===== src/rtl/sdram_frame_arbiter_if.sv =====
// Command-side bundle between the frame arbiter (master) and the FIFO/sequencer side (slave).
// Carries per-port burst requests, the single command stream and per-port status pulses.
interface sdram_frame_arbiter_if #(
    parameter int NUM_PORTS  = 4,
    parameter int ADDR_WIDTH = 23
);
    localparam int PW = (NUM_PORTS > 1) ? $clog2(NUM_PORTS) : 1;

    logic [NUM_PORTS-1:0]  port_req;
    logic                  cmd_valid;
    logic                  cmd_ready;
    logic                  cmd_write;
    logic [PW-1:0]         cmd_port;
    logic [ADDR_WIDTH-1:0] cmd_addr;
    logic                  burst_done;
    logic [NUM_PORTS-1:0]  port_grant;
    logic [NUM_PORTS-1:0]  frame_done;

    modport master (
        input  port_req, cmd_ready, burst_done,
        output cmd_valid, cmd_write, cmd_port, cmd_addr, port_grant, frame_done
    );

    modport slave (
        output port_req, cmd_ready, burst_done,
        input  cmd_valid, cmd_write, cmd_port, cmd_addr, port_grant, frame_done
    );
endinterface


===== src/rtl/sdram_frame_arbiter.sv =====
// Splits SDRAM into NUM_PORTS equal frame regions, keeps a wrapping burst pointer per port
// and round-robin arbitrates port burst requests into one command stream.
//
// state   | meaning
// UNCFG   | no valid regions since reset; waits for load
// CALC    | cycle 0 computes frame size, cycles 1..NUM_PORTS build one region each
// ARB     | searches requests round-robin from the port after the last winner
// ISSUE   | command presented, held until cmd_ready
// WAIT    | burst in flight; burst_done advances/wraps the winner's address
// ERR     | last load was illegal; waits for load
module sdram_frame_arbiter #(
    parameter int                   NUM_PORTS     = 4,
    parameter int                   ADDR_WIDTH    = 23,
    parameter int                   BURST_LEN     = 8,
    parameter logic [NUM_PORTS-1:0] PORT_IS_WRITE = 'b0011
) (
    input  logic                   clock,
    input  logic                   reset,
    input  logic [15:0]            width,
    input  logic [15:0]            height,
    input  logic                   load,
    sdram_frame_arbiter_if.master  bus,
    output logic                   configured,
    output logic                   cfg_error
);
    localparam int PW = (NUM_PORTS > 1) ? $clog2(NUM_PORTS) : 1;
    localparam int CW = $clog2(NUM_PORTS + 1);
    localparam logic [ADDR_WIDTH-1:0] BURST_INC = ADDR_WIDTH'(BURST_LEN);
    localparam logic [63:0]           ADDR_SPAN = 64'd1 << ADDR_WIDTH;

    typedef enum logic [2:0] {
        S_UNCFG,
        S_CALC,
        S_ARB,
        S_ISSUE,
        S_WAIT,
        S_ERR
    } state_t;

    state_t                state_q;
    logic [15:0]           width_q;
    logic [15:0]           height_q;
    logic [31:0]           size_q;
    logic [31:0]           size_d;
    logic [ADDR_WIDTH-1:0] base_q [NUM_PORTS];
    logic [ADDR_WIDTH-1:0] addr_q [NUM_PORTS];
    logic [ADDR_WIDTH-1:0] max_q  [NUM_PORTS];
    logic [CW-1:0]         calc_cnt_q;
    logic [PW-1:0]         rr_q;
    logic [PW-1:0]         win_q;
    logic                  pend_q;

    logic                  cmd_valid_q;
    logic                  cmd_write_q;
    logic [PW-1:0]         cmd_port_q;
    logic [ADDR_WIDTH-1:0] cmd_addr_q;
    logic [NUM_PORTS-1:0]  port_grant_q;
    logic [NUM_PORTS-1:0]  frame_done_q;
    logic                  configured_q;
    logic                  cfg_error_q;

    logic                  arb_found;
    logic [PW-1:0]         arb_win;
    logic [PW-1:0]         arb_sel;
    logic [PW-1:0]         calc_idx;
    logic [ADDR_WIDTH-1:0] calc_base;
    logic [ADDR_WIDTH-1:0] next_addr;
    logic                  cfg_illegal;
    logic                  start_calc;

    assign size_d      = 32'(width_q) * 32'(height_q);
    assign cfg_illegal = (size_q == 32'd0)
                      || ((size_q & 32'(BURST_LEN - 1)) != 32'd0)
                      || ((64'(size_q) * 64'(NUM_PORTS)) > ADDR_SPAN);

    // Region k is built on CALC cycle k+1, chaining off the previous region's base.
    assign calc_idx  = PW'(calc_cnt_q - CW'(1));
    assign calc_base = (calc_cnt_q == CW'(1)) ? '0
                     : base_q[PW'(calc_idx - PW'(1))] + ADDR_WIDTH'(size_q);
    assign next_addr = addr_q[win_q] + BURST_INC;

    always_comb begin
        arb_found = 1'b0;
        arb_win   = '0;
        arb_sel   = '0;
        for (int k = 1; k <= NUM_PORTS; k++) begin
            arb_sel = PW'((int'(rr_q) + k) % NUM_PORTS);
            if (!arb_found && bus.port_req[arb_sel]) begin
                arb_found = 1'b1;
                arb_win   = arb_sel;
            end
        end
    end

    // A load seen mid-burst is deferred until the burst completes.
    always_comb begin
        start_calc = 1'b0;
        case (state_q)
            S_UNCFG, S_ERR, S_CALC, S_ARB: start_calc = load;
            S_WAIT:                        start_calc = bus.burst_done && (pend_q || load);
            default:                       start_calc = 1'b0;
        endcase
    end

    always_ff @(posedge clock) begin
        if (reset) begin
            state_q      <= S_UNCFG;
            width_q      <= '0;
            height_q     <= '0;
            size_q       <= '0;
            calc_cnt_q   <= '0;
            rr_q         <= PW'(NUM_PORTS - 1);
            win_q        <= '0;
            pend_q       <= 1'b0;
            cmd_valid_q  <= 1'b0;
            cmd_write_q  <= 1'b0;
            cmd_port_q   <= '0;
            cmd_addr_q   <= '0;
            port_grant_q <= '0;
            frame_done_q <= '0;
            configured_q <= 1'b0;
            cfg_error_q  <= 1'b0;
            for (int i = 0; i < NUM_PORTS; i++) begin
                base_q[i] <= '0;
                addr_q[i] <= '0;
                max_q[i]  <= '0;
            end
        end else begin
            frame_done_q <= '0;
            case (state_q)
                S_CALC: begin
                    if (calc_cnt_q == '0) begin
                        size_q     <= size_d;
                        calc_cnt_q <= CW'(1);
                    end else if (calc_cnt_q == CW'(1) && cfg_illegal) begin
                        state_q      <= S_ERR;
                        cfg_error_q  <= 1'b1;
                        configured_q <= 1'b0;
                    end else begin
                        base_q[calc_idx] <= calc_base;
                        addr_q[calc_idx] <= calc_base;
                        max_q[calc_idx]  <= calc_base + ADDR_WIDTH'(size_q);
                        if (calc_cnt_q == CW'(NUM_PORTS)) begin
                            state_q      <= S_ARB;
                            configured_q <= 1'b1;
                            cfg_error_q  <= 1'b0;
                        end else begin
                            calc_cnt_q <= calc_cnt_q + CW'(1);
                        end
                    end
                end
                S_ARB: begin
                    if (!load && arb_found) begin
                        rr_q         <= arb_win;
                        win_q        <= arb_win;
                        cmd_valid_q  <= 1'b1;
                        cmd_port_q   <= arb_win;
                        cmd_addr_q   <= addr_q[arb_win];
                        cmd_write_q  <= PORT_IS_WRITE[arb_win];
                        port_grant_q <= NUM_PORTS'(1) << arb_win;
                        state_q      <= S_ISSUE;
                    end
                end
                S_ISSUE: begin
                    if (bus.cmd_ready) begin
                        cmd_valid_q <= 1'b0;
                        state_q     <= S_WAIT;
                    end
                end
                S_WAIT: begin
                    if (bus.burst_done) begin
                        port_grant_q <= '0;
                        state_q      <= S_ARB;
                        if (next_addr == max_q[win_q]) begin
                            addr_q[win_q]       <= base_q[win_q];
                            frame_done_q[win_q] <= 1'b1;
                        end else begin
                            addr_q[win_q] <= next_addr;
                        end
                    end
                end
                default: ;
            endcase

            if (load) begin
                width_q      <= width;
                height_q     <= height;
                configured_q <= 1'b0;
            end
            if (load && (state_q == S_ISSUE || state_q == S_WAIT) && !start_calc) begin
                pend_q <= 1'b1;
            end
            if (start_calc) begin
                state_q      <= S_CALC;
                calc_cnt_q   <= '0;
                pend_q       <= 1'b0;
                configured_q <= 1'b0;
            end
        end
    end

    assign bus.cmd_valid  = cmd_valid_q;
    assign bus.cmd_write  = cmd_write_q;
    assign bus.cmd_port   = cmd_port_q;
    assign bus.cmd_addr   = cmd_addr_q;
    assign bus.port_grant = port_grant_q;
    assign bus.frame_done = frame_done_q;
    assign configured     = configured_q;
    assign cfg_error      = cfg_error_q;
endmodule

===== src/flat_wrapper.sv =====
// flat-port wrapper written by rule: the top's interface ports become plain ports
module sdram_frame_arbiter_flat 
#(
    parameter int                   NUM_PORTS     = 4,
    parameter int                   ADDR_WIDTH    = 23,
    parameter int                   BURST_LEN     = 8,
    parameter logic [NUM_PORTS-1:0] PORT_IS_WRITE = 'b0011
)
  (clock, reset, width, height, load, configured, cfg_error, bus_port_req, bus_cmd_ready, bus_burst_done, bus_cmd_valid, bus_cmd_write, bus_cmd_port, bus_cmd_addr, bus_port_grant, bus_frame_done);
  sdram_frame_arbiter_if #(.NUM_PORTS(NUM_PORTS), .ADDR_WIDTH(ADDR_WIDTH)) bus_i ();
  input  logic clock;
  input  logic reset;
  input  logic [15:0] width;
  input  logic [15:0] height;
  input  logic load;
  output logic configured;
  output logic cfg_error;
  input wire logic [$bits(bus_i.port_req)-1:0] bus_port_req;
  input wire logic [$bits(bus_i.cmd_ready)-1:0] bus_cmd_ready;
  input wire logic [$bits(bus_i.burst_done)-1:0] bus_burst_done;
  output wire logic [$bits(bus_i.cmd_valid)-1:0] bus_cmd_valid;
  output wire logic [$bits(bus_i.cmd_write)-1:0] bus_cmd_write;
  output wire logic [$bits(bus_i.cmd_port)-1:0] bus_cmd_port;
  output wire logic [$bits(bus_i.cmd_addr)-1:0] bus_cmd_addr;
  output wire logic [$bits(bus_i.port_grant)-1:0] bus_port_grant;
  output wire logic [$bits(bus_i.frame_done)-1:0] bus_frame_done;
  assign bus_i.port_req = bus_port_req;
  assign bus_i.cmd_ready = bus_cmd_ready;
  assign bus_i.burst_done = bus_burst_done;
  assign bus_cmd_valid = bus_i.cmd_valid;
  assign bus_cmd_write = bus_i.cmd_write;
  assign bus_cmd_port = bus_i.cmd_port;
  assign bus_cmd_addr = bus_i.cmd_addr;
  assign bus_port_grant = bus_i.port_grant;
  assign bus_frame_done = bus_i.frame_done;
  sdram_frame_arbiter #(.NUM_PORTS(NUM_PORTS), .ADDR_WIDTH(ADDR_WIDTH), .BURST_LEN(BURST_LEN), .PORT_IS_WRITE(PORT_IS_WRITE)) u_core (.clock(clock), .reset(reset), .width(width), .height(height), .load(load), .bus(bus_i), .configured(configured), .cfg_error(cfg_error));
endmodule

===== config.mk =====
export PLATFORM = sky130hd
export DESIGN_NAME = sdram_frame_arbiter_flat
export DESIGN_NICKNAME = d
export VERILOG_FILES = /design/src/rtl/sdram_frame_arbiter_if.sv /design/src/rtl/sdram_frame_arbiter.sv /design/src/flat_wrapper.sv
export SDC_FILE = /design/constraint.sdc
export NUM_CORES = 1
export LEC_CHECK = 0
export ABC_AREA = 1
export CAP_MARGIN = 20
export CORE_ASPECT_RATIO = 1.25
export CORE_UTILIZATION = 37
export CTS_BUF_LIST = sky130_fd_sc_hd__clkbuf_16
export CTS_CLUSTER_DIAMETER = 30
export DETAILED_ROUTE_END_ITERATION = 10
export PLACE_DENSITY_LB_ADDON = 0.1
export SETUP_SLACK_MARGIN = 0.2
export SLEW_MARGIN = 20
export SYNTH_ARGS = -nofsm -noshare
export SYNTH_HDL_FRONTEND = slang
export SYNTH_SLANG_ARGS = --single-unit

===== constraint.sdc =====
create_clock -name clock -period 6.6 [get_ports clock]
set_input_delay 1.32 -clock clock [delete_from_list [all_inputs] [get_ports clock]]
set_output_delay 1.32 -clock clock [all_outputs]
set_load 0.02 [all_outputs]

==> results.cfg <==
[run_status]
status = complete, no violations

[clock_tree]
cts.clk_slew.worst_paths_ns = 0.05
clock_latency_ns = 0.66
cts_max_level = 3
cts_buffers = 91
ctsHoldBuffers = 0
cts_setup_buffers = 0
cts_resized = 0
cts_tree = done
clk_path_buf_depth = 3
cts.sinks = 388
clockRootBuffer = clkbuf_16

[layout]
final_nets = 4400
final_cell_mix = nand2_1, inv_1, nor2_1, edfxtp_1, fa_1
final_common_cell = nand2_1
final_cell_count_no_fill = 5160
syn2layout_area_growth_pct = 16.5
fill_cells = 8271
layout-drive-gt1-share_pct = 7.90

[synthesis]
ys_seq_elements = 388
ys.flop_type = edfxtp_1
synth_edf_count = 276
yosysSeqAreaShare_pct = 34.2
syn-cell-area_um2 = 30700
synthDistinctLibCells = 55
syn_avg_cell_area_um2 = 7.75
async_reset_ff_share_pct = 0
yosysWarnings = 0
syn_inst = 3966
synthesis.nets = 4354

[sta]
finClkSkew_ns = 0.0680
slew_violations = 0
layout_min_cycle_time_ns = 6.10
setup_tns_ns = 0
rsz0062_at_grt = no
setup_slack_ns = 0.504
tightest_slew_ns = 1.09
period_share_pct = 92.4
fmax_mhz = 164
final_hold_viol_count = 0
whs_ns = 0.463
finalSetupViolCount = 0
max_slew_margin_pct = 27.2

[detailed_routing]
dr.pass1.iters = 5
drt_iter0_markers = 1773
drcViolationCount = 0
wl_um = 102000
vias = 26200
via_per_inst = 5.07
wl_per_cell_um = 19.8
ant_nets = 0

[power]
ir_worst_vdd_uv = 249
leakagePower_nw = 17.6
power_density_nw_per_um2 = 390
power_w = 0.0140

[grt]
grt_pass1_vias = 26500
grt.overflow.total = 0
grt_pass1_wl_um = 157000
grt_max_degree = 117
globalRouteTotalUtil_pct = 24.4
antenna_found_initial = 3

[setup_path]
end_kind = register
slowest_delay_ns = 0.66
rr_startpoint = u_core.width_q[8]
startpoint = u_core.width_q[8]
crit_path_cell_trace = buf_4 > nand2_1 > fa_1 > inv_1 > fa_1 > fa_1 > fa_1 > fa_1 > inv_1 > fa_1 > inv_1 > ha_1 > nand2_1 > nor2_1 > inv_1 > o21ai_0 > a21oi_1 > o21ai_0 > xor2_1 > o21ai_0 > inv_1
cp_num_buf_inv = 6
path_delay_family = adder cells
crit_required_ns = 7.12
slowest_stage = dfxtp_1
cp_common_cell = fa_1
worstPathArrival_ns = 6.62
criticalPathCategory = register to register
crit_fanout = 10
start_kind = register

[die]
rows = 117
fp.dieH_um = 324
initial_core_util_pct = 37.6
dieArea_um2 = 84300
ios = 78
core_area_um2 = 81800
fp.dieW_um = 260

[min_path]
hp-start = u_core.bus.port_grant[3]
hp-class = register to register

[flow_run]
maxCapViolations = 0

[place]
placed_cells = 4990
pre_cts_ws_ns = 0.384
numPortBuffers = 77
hpwl_um = 74600
place_congestion = 0.907
-- worst paths after layout --
kind              slack [ns]  cells past startpoint                       end
setup / recovery        0.50                     21         u_core.size_q[26]
setup reg to reg        0.50                     21         u_core.size_q[26]
hold / removal          0.46                      2  u_core.bus.port_grant[3]
hold reg to reg         0.46                      2  u_core.bus.port_grant[3]
-- metal layers --
| metal | vias to the layer above | part of all wire [%] | track usage (%) |
|---|---|---|---|
| met2 | 640 | 53 | 45.0 |
| li1 | 12700 | - | - |
| met1 | 12700 | 40 | 29.1 |
| met4 | 2 | 2.7 | 7.30 |
| met3 | 150 | 4.2 | 2.78 |
| met5 | - | 0.013 | 0 |
-- metrics by stage --
step	cell area, um2	utilization (%)
after floorplan	30700	-
after global placement	32600	39.8
after detailed placement	32600	39.9
after CTS	35800	43.8
after global routing	35800	43.8
final	35800	43.8
-- registers in the layout (all words and copies together) (netlist names), named ones only --
signal,cells
u_core.bus.cmd_write,1
u_core.cfg_error,1
u_core.state_q,3
u_core.bus.cmd_valid,1
u_core.bus.cmd_addr,23
u_core.width_q,16
u_core.calc_cnt_q,3
u_core.bus.port_grant,4
u_core.size_q,32
u_core.addr_q,92
u_core.max_q,92
u_core.pend_q,1
u_core.height_q,16
u_core.bus.frame_done,4
u_core.rr_q,2
u_core.configured,1
u_core.win_q,2
u_core.base_q,92
-- final cells by class --
type,instances,area (um2),area share (%)
Sequential cell,388,10600,29.5
Antenna cell,1,2.50,0.00698
Clock inverter,75,843,2.35
Tap cell,1071,1340,3.74
Clock buffer,94,2350,6.57
Timing Repair Buffer,150,1380,3.84
Multi-Input combinational cell,2685,16700,46.7
Inverter,696,2620,7.30
-- worst register-to-register path, delay by kind of cell (launching register included) --
kind / cells / cell delay (ns)
adders and majority gates: 7 / 3.39
xor gates and xnor gates: 1 / 0.09
DFF: 1 / 0.66
buffers and inverters: 6 / 0.58
AOI/OAI and AO/OA: 4 / 0.88
and+or+nand+nor: 3 / 0.38
-- cells by family after synthesis --
family                     share of synthesized area, %
and+or+nand+nor                                    23.8
xor gates and xnor gates                           1.54
DFF                                                34.2
AOI/OAI and AO/OA                                  10.1
buffers and inverters                              11.4
adders and majority gates                          18.9
-- cell usage after synthesis, drive strengths merged (61+ instances only) --
| cell | count | area share (%) |
|---|---|---|
| ha | 151 | 6.1 |
| buf | 61 | 1.2 |
| inv | 690 | 8.4 |
| clkbuf | 136 | 1.7 |
| a21oi | 190 | 3.1 |
| nand3 | 192 | 3.7 |
| nand2 | 979 | 12 |
| o21ai | 159 | 2.6 |
| nor2 | 495 | 6.2 |
| dfxtp | 112 | 7.3 |
| fa | 196 | 13 |
| edfxtp | 276 | 27 |
-- where the power goes --
part	internal, W	switching, W
sequential	0.00294	0.000256
combinational	0.00186	0.00432
clock	0.00310	0.00152
Power figures use the tool's default switching activity.
